--- src/rtl/axil_memory_arbiter.sv ---
// axil_memory_arbiter: two-master round-robin AXI-Lite arbiter in front of a single-port memory
module axil_memory_arbiter #(
    parameter int ADDR_WIDTH = 32,
    parameter int DATA_WIDTH = 32,
    parameter int STRB_WIDTH = DATA_WIDTH / 8
) (
    input  logic                  aclk,
    input  logic                  areset,
    input  logic [ADDR_WIDTH-1:0] s0_axil_awaddr,
    input  logic [2:0]            s0_axil_awprot,
    input  logic                  s0_axil_awvalid,
    output logic                  s0_axil_awready,
    input  logic [DATA_WIDTH-1:0] s0_axil_wdata,
    input  logic [STRB_WIDTH-1:0] s0_axil_wstrb,
    input  logic                  s0_axil_wvalid,
    output logic                  s0_axil_wready,
    output logic                  s0_axil_bvalid,
    input  logic                  s0_axil_bready,
    input  logic [ADDR_WIDTH-1:0] s0_axil_araddr,
    input  logic [2:0]            s0_axil_arprot,
    input  logic                  s0_axil_arvalid,
    output logic                  s0_axil_arready,
    output logic [DATA_WIDTH-1:0] s0_axil_rdata,
    output logic [1:0]            s0_axil_rresp,
    output logic                  s0_axil_rvalid,
    input  logic                  s0_axil_rready,
    input  logic [ADDR_WIDTH-1:0] s1_axil_awaddr,
    input  logic [2:0]            s1_axil_awprot,
    input  logic                  s1_axil_awvalid,
    output logic                  s1_axil_awready,
    input  logic [DATA_WIDTH-1:0] s1_axil_wdata,
    input  logic [STRB_WIDTH-1:0] s1_axil_wstrb,
    input  logic                  s1_axil_wvalid,
    output logic                  s1_axil_wready,
    output logic                  s1_axil_bvalid,
    input  logic                  s1_axil_bready,
    input  logic [ADDR_WIDTH-1:0] s1_axil_araddr,
    input  logic [2:0]            s1_axil_arprot,
    input  logic                  s1_axil_arvalid,
    output logic                  s1_axil_arready,
    output logic [DATA_WIDTH-1:0] s1_axil_rdata,
    output logic [1:0]            s1_axil_rresp,
    output logic                  s1_axil_rvalid,
    input  logic                  s1_axil_rready,
    output logic [ADDR_WIDTH-1:0] m_axil_awaddr,
    output logic [2:0]            m_axil_awprot,
    output logic                  m_axil_awvalid,
    input  logic                  m_axil_awready,
    output logic [DATA_WIDTH-1:0] m_axil_wdata,
    output logic [STRB_WIDTH-1:0] m_axil_wstrb,
    output logic                  m_axil_wvalid,
    input  logic                  m_axil_wready,
    input  logic                  m_axil_bvalid,
    output logic                  m_axil_bready,
    output logic [ADDR_WIDTH-1:0] m_axil_araddr,
    output logic [2:0]            m_axil_arprot,
    output logic                  m_axil_arvalid,
    input  logic                  m_axil_arready,
    input  logic [DATA_WIDTH-1:0] m_axil_rdata,
    input  logic [1:0]            m_axil_rresp,
    input  logic                  m_axil_rvalid,
    output logic                  m_axil_rready
);
    typedef enum logic [1:0] {W_IDLE, W_FWD, W_RESP} w_state_t;
    typedef enum logic [1:0] {R_IDLE, R_FWD, R_DATA} r_state_t;
    w_state_t w_state;
    r_state_t r_state;
    logic w_grant, w_ptr, aw_done, w_done, r_grant, r_ptr;
    logic w_req0, w_req1, r_req0, r_req1;
    logic w_fwd, w_resp, r_fwd, r_data;
    logic aw_hs, w_hs, b_hs, ar_hs, r_hs;
    assign w_req0 = s0_axil_awvalid | s0_axil_wvalid;
    assign w_req1 = s1_axil_awvalid | s1_axil_wvalid;
    assign r_req0 = s0_axil_arvalid;
    assign r_req1 = s1_axil_arvalid;
    assign w_fwd  = w_state == W_FWD;
    assign w_resp = w_state == W_RESP;
    assign r_fwd  = r_state == R_FWD;
    assign r_data = r_state == R_DATA;
    assign m_axil_awaddr  = w_grant ? s1_axil_awaddr : s0_axil_awaddr;
    assign m_axil_awprot  = w_grant ? s1_axil_awprot : s0_axil_awprot;
    assign m_axil_awvalid = w_fwd & !aw_done & (w_grant ? s1_axil_awvalid : s0_axil_awvalid);
    assign s0_axil_awready = w_fwd & !w_grant & !aw_done & m_axil_awready;
    assign s1_axil_awready = w_fwd & w_grant & !aw_done & m_axil_awready;
    assign m_axil_wdata   = w_grant ? s1_axil_wdata : s0_axil_wdata;
    assign m_axil_wstrb   = w_grant ? s1_axil_wstrb : s0_axil_wstrb;
    assign m_axil_wvalid  = w_fwd & !w_done & (w_grant ? s1_axil_wvalid : s0_axil_wvalid);
    assign s0_axil_wready = w_fwd & !w_grant & !w_done & m_axil_wready;
    assign s1_axil_wready = w_fwd & w_grant & !w_done & m_axil_wready;
    assign m_axil_bready  = w_resp & (w_grant ? s1_axil_bready : s0_axil_bready);
    assign s0_axil_bvalid = w_resp & !w_grant & m_axil_bvalid;
    assign s1_axil_bvalid = w_resp & w_grant & m_axil_bvalid;
    assign m_axil_araddr  = r_grant ? s1_axil_araddr : s0_axil_araddr;
    assign m_axil_arprot  = r_grant ? s1_axil_arprot : s0_axil_arprot;
    assign m_axil_arvalid = r_fwd & (r_grant ? s1_axil_arvalid : s0_axil_arvalid);
    assign s0_axil_arready = r_fwd & !r_grant & m_axil_arready;
    assign s1_axil_arready = r_fwd & r_grant & m_axil_arready;
    assign m_axil_rready  = r_data & (r_grant ? s1_axil_rready : s0_axil_rready);
    assign s0_axil_rvalid = r_data & !r_grant & m_axil_rvalid;
    assign s1_axil_rvalid = r_data & r_grant & m_axil_rvalid;
    assign s0_axil_rdata  = m_axil_rdata;
    assign s1_axil_rdata  = m_axil_rdata;
    assign s0_axil_rresp  = m_axil_rresp;
    assign s1_axil_rresp  = m_axil_rresp;
    assign aw_hs = m_axil_awvalid & m_axil_awready;
    assign w_hs  = m_axil_wvalid & m_axil_wready;
    assign b_hs  = m_axil_bvalid & m_axil_bready;
    assign ar_hs = m_axil_arvalid & m_axil_arready;
    assign r_hs  = m_axil_rvalid & m_axil_rready;
    // ptr names the favoured port on a tie; after a response it points away from the port just served
    always_ff @(posedge aclk) begin
        if (areset) begin
            w_state <= W_IDLE;
            w_grant <= 1'b0;
            w_ptr   <= 1'b0;
            aw_done <= 1'b0;
            w_done  <= 1'b0;
        end else begin
            unique case (w_state)
                W_IDLE: if (w_req0 | w_req1) begin
                    w_grant <= (w_req0 & w_req1) ? w_ptr : w_req1;
                    w_state <= W_FWD;
                end
                W_FWD: begin
                    if (aw_hs) aw_done <= 1'b1;
                    if (w_hs) w_done <= 1'b1;
                    if ((aw_done | aw_hs) & (w_done | w_hs)) w_state <= W_RESP;
                end
                W_RESP: if (b_hs) begin
                    w_state <= W_IDLE;
                    w_ptr   <= ~w_grant;
                    aw_done <= 1'b0;
                    w_done  <= 1'b0;
                end
                default: w_state <= W_IDLE;
            endcase
        end
    end
    always_ff @(posedge aclk) begin
        if (areset) begin
            r_state <= R_IDLE;
            r_grant <= 1'b0;
            r_ptr   <= 1'b0;
        end else begin
            unique case (r_state)
                R_IDLE: if (r_req0 | r_req1) begin
                    r_grant <= (r_req0 & r_req1) ? r_ptr : r_req1;
                    r_state <= R_FWD;
                end
                R_FWD: if (ar_hs) r_state <= R_DATA;
                R_DATA: if (r_hs) begin
                    r_state <= R_IDLE;
                    r_ptr   <= ~r_grant;
                end
                default: r_state <= R_IDLE;
            endcase
        end
    end
endmodule

--- config.mk ---
export PLATFORM = sky130hd
export DESIGN_NAME = axil_memory_arbiter
export DESIGN_NICKNAME = d
export VERILOG_FILES = /design/src/rtl/axil_memory_arbiter.sv
export SDC_FILE = /design/constraint.sdc
export NUM_CORES = 1
export LEC_CHECK = 0
export BUFFER_PORTS_ARGS = -buffer_cell sky130_fd_sc_hd__buf_2
export CELL_PAD_IN_SITES_DETAIL_PLACEMENT = 1
export CELL_PAD_IN_SITES_GLOBAL_PLACEMENT = 2
export CORE_AREA = 2 2 174 176
export CTS_BUF_LIST = sky130_fd_sc_hd__clkbuf_4 sky130_fd_sc_hd__clkbuf_8
export DETAILED_ROUTE_END_ITERATION = 16
export DIE_AREA = 0 0 176 178
export GPL_ROUTABILITY_DRIVEN = 0
export MAX_ROUTING_LAYER = met4
export PLACE_DENSITY_LB_ADDON = 0.12
export SYNTH_ARGS = -nofsm -noshare
export SYNTH_HDL_FRONTEND = slang
export SYNTH_SLANG_ARGS = --single-unit
--- constraint.sdc ---
create_clock -name aclk -period 1.5 [get_ports aclk]
set_clock_uncertainty 0.15 [all_clocks]
set_input_delay 0.3 -clock aclk [delete_from_list [all_inputs] [get_ports aclk]]
set_output_delay 0.3 -clock aclk [all_outputs]
set_load 0.05 [all_outputs]
==> summary.md <==
| Metric | Value |
|---|---|
| Max transition margin | `82.94%` |
| Pre-antenna DRT Iters | `4` |
| Core area | `~0.03 mm2` |
| Die area | `around 0.031 mm2` |
| RSZ-0062 raised after global routing | `yes` |
| Unique cell type count in the Yosys netlist | `35` |
| Clock Power Share | `a little over a tenth` |
| Hold WC Path Type | `input pin to flop` |
| Share of Yosys cell area claimed by the top area cell type | `slightly above 30%` |
| Setup TNS | `-39500 ps` |
| WL final | `roughly 15000 um` |
| Setup ws final | `-411.1 ps` |
| Tot GR Track Use | `approximately 9.1%` |
| Flop2flop setup slack | `-70 ps` |
| Fin. Hold Viols | `0` |
| Vias/cell | `roughly 3.3` |
| Pwr/cell area | `between 500 and 600 mW/mm2` |
| Register area share after synthesis | `around 7.7%` |
| Comb pwr share | `80.1%` |
| Root Buffer | `clkbuf_8` |
| Starting Density | `under 10%` |
| Pre-CTS setup slack | `-206.9 ps` |
| P_sw | `0.001526 W` |
| Critical path arrival | `about 1500 ps` |
| Sequential share of power | `a little under a tenth` |
| Status | `finished with violations` |
| Final Critical Period | `roughly 1900 ps` |
| Tcrit/Tclk final | `127.4%` |
| Hpwl dp | `around 13000 um` |
| Failing checks | `negative setup slack` |
| Top cells by area, synth | `mux2_2 31%, mux2_4 21%, buf_4 20%, dfxtp_1 7.7%, buf_6 2.6%` |
| Chip height | `178 um` |
| Die width | `between 150 and 200 um` |
| Worst Tran Pin Value | `around 250 ps` |
| Htree depth | `1` |
| Final Max Tran Viols | `0` |
| Largest fanout on the critical path | `4` |
| CTS sink cnt | `10` |
| Internal power | `about 0.0017 W` |
| Synth Area per Inst | `9.614 um2` |
| Mapped Cells | `269` |
| VDD IR-drop max | `224.7 uV` |
| Worst skew pair latency | `~240 ps` |
| Crit path kind | `flop to output port` |
| Number of buffers created by CTS | `3` |
| First-pass GRT wire length | `21130 um` |
| Non-Filler Instances | `977` |
| Syn Nets | `532` |
| # nets final | `roughly 850` |
| Max cap viols | `0` |
| Synth Warn # | `0` |
| Post-Syn Area | `0.002586 mm2` |
| Flops & latches, synth | `10` |
| Initial detailed-routing violation count | `43` |
| Tot Pwr | `0.003269 W` |
| Vias in the first global route | `~3500` |
| Clock Tree Buf Depth | `2` |
| Leak Pwr | `about 3.0 nW` |
| Startpoint type of the worst setup path | `flop` |
| CTS tree | `done` |
| Total grt overflow | `0` |
| Num ports | `452` |
| Post-route cell area | `between 0.006 and 0.007 mm2` |
| Critical path required time | `between 1000 and 1500 ps` |
| Synth area leader | `mux2_2` |
| Hold Buf Count CTS | `0` |
| Largest net degree at the start of global routing | `17` |
| Routed vias | `around 3200` |
| Row Count | `63` |
| Post-Place Cells | `947` |
| # DRC | `0` |
| Share of cells above drive strength 1 | `between 90% and 100%` |
| Fmax | `523.3 MHz` |
| Initial antenna violation count | `4` |
| DRT antenna net count | `0` |
| I/O Buffers | `~350` |
| Switching share of total power | `a little under half` |
| Clk slew on worst S/H paths | `60 ps` |
| Area Growth Syn to Fin | `136.6%` |
| Final setup vio count | `127` |
| Drt wl/cell | `15.54 um` |
| Worst setup EP type | `output port` |
| Area after DPL | `0.004812 mm2` |
==> cells by family (layout without fill, tap and decap cells) <==
| family | count (synthesis) | in the layout | share of synthesized area [%] |
|---|---|---|---|
| muxes | 111 | 111 | 53.70 |
| buffers and inverters | 87 | 401 | 24.82 |
| and+or+nand+nor | 39 | 39 | 8.225 |
| AOI/OAI and AO/OA | 22 | 22 | 5.515 |
| DFF | 10 | 10 | 7.741 |
| other | 0 | 4 | 0 |
==> stage by stage <==
| stage | hold slack [ps] | utilization, % |
|---|---|---|
| final | 181.2 | 20.81 |
| after CTS | 175.5 | 20.49 |
| after detailed placement | 347.6 | 16.37 |
| after global placement | 345.6 | 16.37 |
| after floorplan | 294.0 | - |
| after global routing | 183.5 | 20.81 |
==> power groups by stage <==
stage / Clock, W / Combinational, W / Sequential [W]
after floorplan: 0 / 0.00198 / 0.000297
after global placement: 0 / 0.00211 / 0.000312
after detailed placement: 0 / 0.00212 / 0.000311
after CTS: 0.000363 / 0.00262 / 0.000303
after global routing: 0.000385 / 0.00274 / 0.000305
final: 0.000347 / 0.00262 / 0.000303
==> per-layer routing <==
metal / routed length, um / track usage, % / up-vias / part of all wire (%)
met5: 0 / - / - / 0
met1: 5586 / 10.08 / 1512 / 37
li1: - / - / 1524 / -
met3: 1122 / 2.856 / 16 / 7.4
met4: 102 / 1.205 / 0 / 0.67
met2: 8376 / 16.34 / 160 / 55
==> layout make-up <==
class / count / area [um2]
fillers: 3436 / 23280
diodes: 4 / 10.01
clock buffers: 4 / 55.05
multi-input cells: 172 / 2166
well taps: 390 / 488.0
flip-flops and latches: 10 / 215.2
inverters: 3 / 13.76
repair buffers: 394 / 3171
==> critical path: stages, from the launching register on <==
cell and delay [ps]:
dfxtp_4 350, buf_2 160, mux2_4 340, and2_2 180, buf_4 190
==> cells in the mapped netlist <==
library cell,number
buf_6,6
nor3b_1,1
mux2_4,37
nor2_1,12
nor3_1,4
nand2_1,3
or2_2,1
o21a_1,2
mux2_2,71
dfxtp_1,10
nand4_1,1
inv_2,1
a21bo_2,1
mux2i_2,1
o32ai_1,1
a21oi_2,1
o31ai_1,2
and2_1,1
o221ai_1,1
and4b_1,1
nand4b_1,2
o21ai_0,4
mux2i_1,2
nor2b_1,5
nand3_1,2
buf_2,9
nand3b_1,3
and3_1,2
o211ai_1,1
inv_1,2
o21ai_1,1
nand2b_1,1
buf_4,69
a41oi_1,1
a21oi_1,7
==> flip-flops by register name, indices dropped and copies added, names as in the netlist <==
register and count:
w_done 1, w_ptr 1, r_state 2, r_ptr 1, w_grant 1, w_state 2, aw_done 1, r_grant 1
==> layout by cell type, fill, tap and decap left out, types with 6 or more instances in the layout <==
cell	count
mux2_4	102
buf_12	10
nor2_4	8
buf_16	6
buf_4	23
buf_8	18
buf_6	108
a21oi_1	7
buf_2	229
mux2_2	6
==> final timing paths <==
check,startpoint,endpoint,cells past startpoint
min reg2reg,r_ptr,r_ptr,2
max,w_grant,m_axil_wvalid,4
min,areset,r_state[1],2
max reg2reg,r_grant,r_state[0],7
==> timing repair <==
action | in CTS | in global routing
gates cloned | 6 | 0
endpoints found under the setup margin | 125 | 129
endpoints found under the hold margin | 0 | 0
gates resized for setup | 276 | 34
buffers inserted | 10 | 14
pin swaps | 7 | 4
(Power assumes the default switching activity.)
